**config.mk**
```make
export PLATFORM = sky130hd
export DESIGN_NAME = mean_var_unit
export DESIGN_NICKNAME = d
export VERILOG_FILES = /design/src/rtl/mean_var_pkg.sv /design/src/rtl/mean_var_channel.sv /design/src/rtl/mean_var_unit.sv
export SDC_FILE = /design/constraint.sdc
export NUM_CORES = 1
export LEC_CHECK = 0
export BUFFER_PORTS_ARGS = -buffer_cell sky130_fd_sc_hd__buf_4
export CAP_MARGIN = 0
export CORE_UTILIZATION = 49
export DETAILED_ROUTE_END_ITERATION = 12
export GPL_TIMING_DRIVEN = 1
export MAX_ROUTING_LAYER = met4
export PLACE_DENSITY_LB_ADDON = 0.05
export SLEW_MARGIN = 20
export SYNTH_ARGS = -nofsm -noshare
export SYNTH_HDL_FRONTEND = slang
export SYNTH_SLANG_ARGS = --single-unit
```
**constraint.sdc**
```tcl
create_clock -name clk -period 2 [get_ports clk]
set_clock_uncertainty 0.05 [all_clocks]
set_input_delay 0.4 -clock clk [delete_from_list [all_inputs] [get_ports clk]]
set_output_delay 0.4 -clock clk [all_outputs]
set_load 0.05 [all_outputs]
```
**src/rtl/mean_var_pkg.sv**
```systemverilog
// Shared types and width helpers for the mean_var_unit block statistics engine.
package mean_var_pkg;

    typedef enum logic [1:0] {StIdle, StAccum, StFinish} state_e;

    function automatic int unsigned calc_l(input int unsigned total_samples);
        return $clog2(total_samples);
    endfunction

    function automatic int unsigned sum_width(input int unsigned dw, input int unsigned l);
        return dw + l;
    endfunction

    function automatic int unsigned sumsq_width(input int unsigned dw, input int unsigned l);
        return 2 * dw + l;
    endfunction

    // Width of TOTAL_SAMPLES*sumsq - sum*sum before the final divide.
    function automatic int unsigned var_inter_width(input int unsigned dw, input int unsigned l);
        return 2 * dw + 2 * l;
    endfunction

endpackage

```
**src/rtl/mean_var_channel.sv**
```systemverilog
// One channel of mean_var_unit: sum/sumsq accumulators and mean/variance registers.
// Variance datapath present only when MEAN_VAR_VARIANCE_EN is defined.
module mean_var_channel
    import mean_var_pkg::*;
#(
    parameter int unsigned DATA_WIDTH = 8,
    parameter int unsigned L          = 6
) (
    input  logic                    clk,
    input  logic                    rst,
    input  logic                    clear,
    input  logic                    acc_en,
    input  logic                    finish,
    input  logic [DATA_WIDTH-1:0]   sample,
    output logic [DATA_WIDTH-1:0]   mean,
    output logic [2*DATA_WIDTH-1:0] variance
);

    localparam int unsigned SW = sum_width(DATA_WIDTH, L);

    logic [SW-1:0]         sum_q;
    logic [DATA_WIDTH-1:0] mean_q;

    always_ff @(posedge clk) begin
        if (rst) begin
            sum_q  <= '0;
            mean_q <= '0;
        end else begin
            if (clear) begin
                sum_q <= '0;
            end else if (acc_en) begin
                sum_q <= sum_q + SW'(sample);
            end
            // Results sample the pre-clear sum, so a restart in FINISH keeps them.
            if (finish) begin
                mean_q <= sum_q[L +: DATA_WIDTH];
            end
        end
    end

    assign mean = mean_q;

`ifdef MEAN_VAR_VARIANCE_EN
    localparam int unsigned QW = sumsq_width(DATA_WIDTH, L);
    localparam int unsigned VW = var_inter_width(DATA_WIDTH, L);

    logic [QW-1:0]           sumsq_q;
    logic [2*DATA_WIDTH-1:0] var_q;
    logic [VW-1:0]           scaled;
    logic [VW-1:0]           sum_sq;
    logic [VW-1:0]           diff;

    always_comb begin
        scaled = VW'(sumsq_q) << L;
        sum_sq = VW'(sum_q) * VW'(sum_q);
        diff   = scaled - sum_sq;
    end

    always_ff @(posedge clk) begin
        if (rst) begin
            sumsq_q <= '0;
            var_q   <= '0;
        end else begin
            if (clear) begin
                sumsq_q <= '0;
            end else if (acc_en) begin
                sumsq_q <= sumsq_q + QW'(sample) * QW'(sample);
            end
            if (finish) begin
                var_q <= diff[2*L +: 2*DATA_WIDTH];
            end
        end
    end

    assign variance = var_q;
`else
    assign variance = '0;
`endif

endmodule

```
**src/rtl/mean_var_unit.sv**
```systemverilog
// Multi-channel block mean/variance engine: shared FSM and sample counter, per-channel datapaths.
// Variance output is live only when MEAN_VAR_VARIANCE_EN is defined; otherwise tied to 0.
module mean_var_unit
    import mean_var_pkg::*;
#(
    parameter int unsigned DATA_WIDTH    = 8,
    parameter int unsigned NUM_CHANNELS  = 3,
    parameter int unsigned TOTAL_SAMPLES = 64
) (
    input  logic                                clk,
    input  logic                                rst,
    input  logic                                start_data_in,
    input  logic                                data_valid,
    input  logic [NUM_CHANNELS*DATA_WIDTH-1:0]  data_in,
    output logic [NUM_CHANNELS*DATA_WIDTH-1:0]  mean_out,
    output logic [NUM_CHANNELS*2*DATA_WIDTH-1:0] var_out,
    output logic                                ready,
    output logic                                busy
);

    localparam int unsigned L = calc_l(TOTAL_SAMPLES);
    localparam logic [L-1:0] CntLast = L'(TOTAL_SAMPLES - 1);

    state_e       state_q, state_d;
    logic [L-1:0] cnt_q, cnt_d;
    logic         ready_q;
    logic         clear, acc_en, finish;

    always_ff @(posedge clk) begin
        if (rst) begin
            state_q <= StIdle;
            cnt_q   <= '0;
            ready_q <= 1'b0;
        end else begin
            state_q <= state_d;
            cnt_q   <= cnt_d;
            ready_q <= finish;
        end
    end

    always_comb begin
        state_d = state_q;
        cnt_d   = cnt_q;
        clear   = 1'b0;
        acc_en  = 1'b0;
        finish  = 1'b0;
        unique case (state_q)
            StIdle: begin
                if (start_data_in) begin
                    state_d = StAccum;
                    cnt_d   = '0;
                    clear   = 1'b1;
                end
            end
            StAccum: begin
                // Restart takes priority over a coincident sample.
                if (start_data_in) begin
                    cnt_d = '0;
                    clear = 1'b1;
                end else if (data_valid) begin
                    acc_en = 1'b1;
                    cnt_d  = cnt_q + 1'b1;
                    if (cnt_q == CntLast) begin
                        state_d = StFinish;
                    end
                end
            end
            StFinish: begin
                finish = 1'b1;
                cnt_d  = '0;
                if (start_data_in) begin
                    state_d = StAccum;
                    clear   = 1'b1;
                end else begin
                    state_d = StIdle;
                end
            end
            default: state_d = StIdle;
        endcase
    end

    assign ready = ready_q;
    assign busy  = (state_q != StIdle);

    for (genvar c = 0; c < NUM_CHANNELS; c++) begin : g_ch
        mean_var_channel #(
            .DATA_WIDTH (DATA_WIDTH),
            .L          (L)
        ) u_ch (
            .clk      (clk),
            .rst      (rst),
            .clear    (clear),
            .acc_en   (acc_en),
            .finish   (finish),
            .sample   (data_in[c*DATA_WIDTH +: DATA_WIDTH]),
            .mean     (mean_out[c*DATA_WIDTH +: DATA_WIDTH]),
            .variance (var_out[c*2*DATA_WIDTH +: 2*DATA_WIDTH])
        );
    end

endmodule
```
## Word-level counts from Yosys, hierarchy flattened

Index checks and enable logic that the tools add are counted.

- Register bits: 75
- Input bits: 28
- Output and inout bits: 74
- Word-level logic and storage cells: 44

- Mux-type cells: 16
- Equality and inequality tests: 8
- Reductions and logical operators: 7
- $add $sub $neg: 4

Operators with widths:

| operator | count |
|---|---|
| $add A14 B8 Y14 | 3 |
| $mux W6 | 3 |
| $pmux W6 S3 | 1 |
| $mux W2 | 4 |
| $ne A2 B2 Y1 const B | 4 |
| $mux W1 | 7 |
| $add A6 B1 Y6 const B | 1 |
| $eq A6 B6 Y1 const B | 1 |
| $pmux W2 S3 | 1 |
| $reduce_and A4 Y1 | 1 |
| $ne A3 B3 Y1 const B | 1 |
| $reduce_and A3 Y1 | 1 |
| $reduce_bool A3 Y1 | 1 |
| $reduce_or A3 Y1 | 1 |
| $eq A2 B1 Y1 const B | 1 |
| $eq A2 B2 Y1 const B | 1 |
| $logic_not A2 Y1 | 1 |
| $reduce_bool A2 Y1 | 1 |
| $reduce_or A2 Y1 | 1 |

## Longest topological paths before layout

- Depth after elaboration: 5
- Gate-level depth with buffers: 8
- Mapped depth without buffers: 8

## Modules after synthesis

A second synthesis with hierarchy kept.

- Cell total of the unflattened synthesis: 527
- Area, all modules: 4667.0 um2

Modules (own cells, without submodules):

| module | area each (um2) | instances | cells an instance | seq. area each (um2) |
|---|---|---|---|---|
| mean_var_channel | 1386.3 | 3 | 157 | 440.4 |
| mean_var_unit | 508.0 | 1 | 56 | 180.2 |

## Worst setup path before layout

No wires, ideal clock.

- Path kind: in2reg
- Start: input data_in[0]
- End: register g_ch[0].u_ch.sum_q[8]
- Slack: -0.128 ns
- Data required time: 1.888 ns
- Stages: 8
- Library setup time: 0.062 ns
- Arrival: 2.015 ns
- Cells stage by stage: ha_1 -> inv_1 -> fa_1 -> nor2b_4 -> o31a_1 -> o31a_1 -> or4_1 -> nand3_1

- Longest elaborated chain between the ends: 1

RTL lines:

| element | RTL line | RTL |
|---|---|---|
| from (decl) | mean_var_unit.sv:14 | `input logic [NUM_CHANNELS*DATA_WIDTH-1:0] data_in,` |
| $add A14 B8 Y14 | mean_var_channel.sv:32 | `sum_q <= sum_q + SW'(sample);` |
| to (signal assigned) | mean_var_channel.sv:32 |  |
| to (decl) | mean_var_channel.sv:21 | `logic [SW-1:0] sum_q;` |

Every way passes these cells.
A chain may end at the register's enable or synchronous reset.

## Final worst setup path

- Start: register g_ch[0].u_ch.sum_q[0]
- End: register g_ch[0].u_ch.sum_q[8]

- Longest elaborated chain between the ends: 1

RTL lines:

| element | RTL line |
|---|---|
| $add A14 B8 Y14 | mean_var_channel.sv:32 |

Every way passes these cells.

==> run_results.csv <==
group,metric,value,unit
clock_network,postCtsHoldBufs,0,
placed_design,dp_cells,689,
grt,grt-ovfl-total,0,
timing,rsz0062_at_grt,"yes",
logic_synthesis,async_flop_share,0,%
run_status,status,"finished clean",
min_path,hp-start,"data_valid",
flow_run,maxCapViolations,0,
placed_design,dp_slack,-0.251,ns
critical_path,worstReg2RegStart,"g_ch[0].u_ch.sum_q[0]",
power_and_ir_drop,p_leak,2.07,nW
critical_path,worstSetupEndpointType,"flip-flop",
routing,routedWlPerCell,12.7,um
logic_synthesis,netlist_area,4230,um^2
clock_network,path_clk_slew,0.09,ns
routing,antenna_left,0,
layout,syn_to_final_growth,19.2,%
die,rows,33,
grt,grt_max_degree,38,
layout,antennaDiodeCount,0,
logic_synthesis,yosys.area.top_type_share,35.5,%
timing,maxSlewViolCount,0,
placed_design,port_buffers,53,
routing,wl_met2,4120,um
logic_synthesis,synthCells,521,
critical_path,path_class,"flip-flop to flip-flop",
critical_path,r2r_cells,8,
min_path,min_path_type,"input pin to flip-flop",
die,die-area,9000,um^2
logic_synthesis,ys.flop_type,"dfxtp_1",
layout,drive_above_1_share,21.0,%
timing,layout_setup_ws,0.0249,ns
routing,wl_met3,350,um
grt,grt_util_all_layers,22.0,%
grt,antenna_found_initial,0,
timing,fin_crit_sh,98.8,%
timing,finalCriticalPeriod,1.98,ns
min_path,min_path_cells,3,
logic_synthesis,ys_ff_latch,75,
placed_design,hpwl,6540,um
layout,layout_commonest_cell,"nand2_1",
routing,finalWirelength,8920,um
grt,grt_pass1_wl,15100,um
power_and_ir_drop,ir_drop,0.454,mV
layout,nets,651,
clock_network,clkLatencyLatePin,0.36,ns
logic_synthesis,synth_top_area_cell,"dfxtp_1",
timing,tightest_slew,0.632,ns
clock_network,numClockSinks,75,
logic_synthesis,synth_edf_count,0,
routing,highest_layer,"met4",
timing,hold_slack,0.331,ns
routing,drt-initial-drc-count,131,
logic_synthesis,synth.area.top_cells,"dfxtp_1 (36%), buf_4 (8.9%), nand2_1 (7.7%), a21oi_1 (7.5%), ha_1 (7.4%)",
clock_network,ctsRootBufferMaster,"clkbuf_8",
timing,setup_viol,0,
power_and_ir_drop,p_total,3.27,mW
layout,layout_common_cells,"nand2_1 (87), buf_4 (85), dfxtp_1 (73), a21oi_1 (62), conb_1 (48)",
die,fp.dieH,94.9,um
logic_synthesis,yosys_warnings,0,
logic_synthesis,avgSynthCellArea,8.11,um^2
die,start_util,50.9,%
grt,grt_pass1_vias,3345,
routing,vias,3639,
critical_path,cp_data_required_time,2.25,ns
routing,drc,0,
power_and_ir_drop,p_per_area,649,nW/um^2
clock_network,cts_tree,"built",
logic_synthesis,ys_seq_area_share,35.5,%
timing,setup-tns-final,0,ns
routing,wl_met1,4390,um
critical_path,start_kind,"flip-flop",
layout,layoutNonFillerInstCount,705,
timing,max_freq,0.506,GHz
critical_path,crit_fanout,4,
clock_network,cts_buffers,9,
timing,relSlewSlack,57.8,%
clock_network,cts_setup_buffers,0,
logic_synthesis,synth_cell_types,51,
routing,avgViaCountPerCell,5.16,
routing,dr.pass1.iters,4,
die,num_io_pins,102,
critical_path,arrival,2.22,ns
critical_path,cp-startpoint,"g_ch[0].u_ch.sum_q[0]",
clock_network,cts_buffer_depth,2,
die,core_area,8300,um^2
timing,finalHoldViolCount,0,
die,fp.dieW,94.9,um
placed_design,gp_congestion,0.826,
clock_network,h-tree-depth,3,
-- registers in the layout, indices dropped and copies added (netlist names) --
register         flops
g_ch.u_ch.mean      24
cnt_q                6
state_q              2
g_ch.u_ch.sum_q     42
ready                1
-- critical path: stages, from the launching register on --
cell and delay [ns]:
dfxtp_2 0.34, ha_4 0.15, inv_2 0.05, fa_2 0.23, nor2b_4 0.04, o31a_1 0.28, o31a_1 0.30, or4_1 0.40
nand3_1 0.07
-- per-stage QoR --
stage	util [%]	instance area (um^2)
2_1_floorplan	-	4420
3_3_place_gp	57.2	4750
3_5_place_dp	57.2	4750
4_1_cts	60.1	4990
5_1_grt	60.7	5040
6_report	60.7	5040
-- where the power goes --
group	switching (mW)	total [mW]	internal [mW]
sequential	0.00801	1.51	1.50
clock	0.585	1.29	0.706
combinational	0.340	0.470	0.129
-- cells in the mapped netlist, types with 3 or more instances --
library cell / n
nand2_1: 87
dfxtp_1: 75
a21oi_1: 63
buf_4: 50
ha_1: 25
o21ai_0: 25
nor2_1: 23
clkbuf_1: 17
nand3_1: 16
a211oi_1: 12
or3_1: 11
xnor2_1: 11
inv_1: 10
nand4_1: 9
nor3_1: 8
a21o_1: 7
or4_1: 7
xor2_1: 6
and3_1: 5
o21a_1: 4
o31a_1: 4
and4_1: 3
fa_1: 3
nor2b_1: 3
nor4_1: 3
o211ai_1: 3
-- area by class of cell --
type,count,area (um^2)
clock inverters,6,87.6
multi-input cells,413,2490
inverters,10,37.5
flip-flops and latches,75,1500
clock buffers,10,128
repair buffers,86,658
fillers,780,3260
well taps,105,131
-- path summary, 6_finish.rpt --
path                                 to  slack, ns
hold / removal               state_q[1]       0.33
hold reg to reg    g_ch[2].u_ch.mean[4]       0.41
setup / recovery  g_ch[0].u_ch.sum_q[8]       0.02
setup reg to reg  g_ch[0].u_ch.sum_q[8]       0.02
-- kinds of logic after synthesis --
logic type | after synthesis | share of synthesized area, %
AOI/OAI and AO/OA | 135 | 19.2
xor gates and xnor gates | 17 | 3.52
adders and majority gates | 28 | 8.82
buffers and inverters | 80 | 11.8
DFF | 75 | 35.5
muxes | 2 | 0.474
other | 1 | 0.0887
and+or+nand+nor | 183 | 20.6
-- routing by layer --
metal	global-route usage, %	vias up
met2	34.3	68
li1	-	1892
met1	28.0	1672
met5	-	-
met4	5.30	0
met3	6.44	7
-- timing repair --
| item | CTS | global route |
|---|---|---|
| gates resized for setup | 7 | 9 |
| endpoints found under the hold margin | 0 | 0 |
| pin swaps | 9 | 6 |
| gates cloned | 0 | 0 |
| setup endpoints to repair | 6 | 18 |
(Power assumes the default switching activity.)
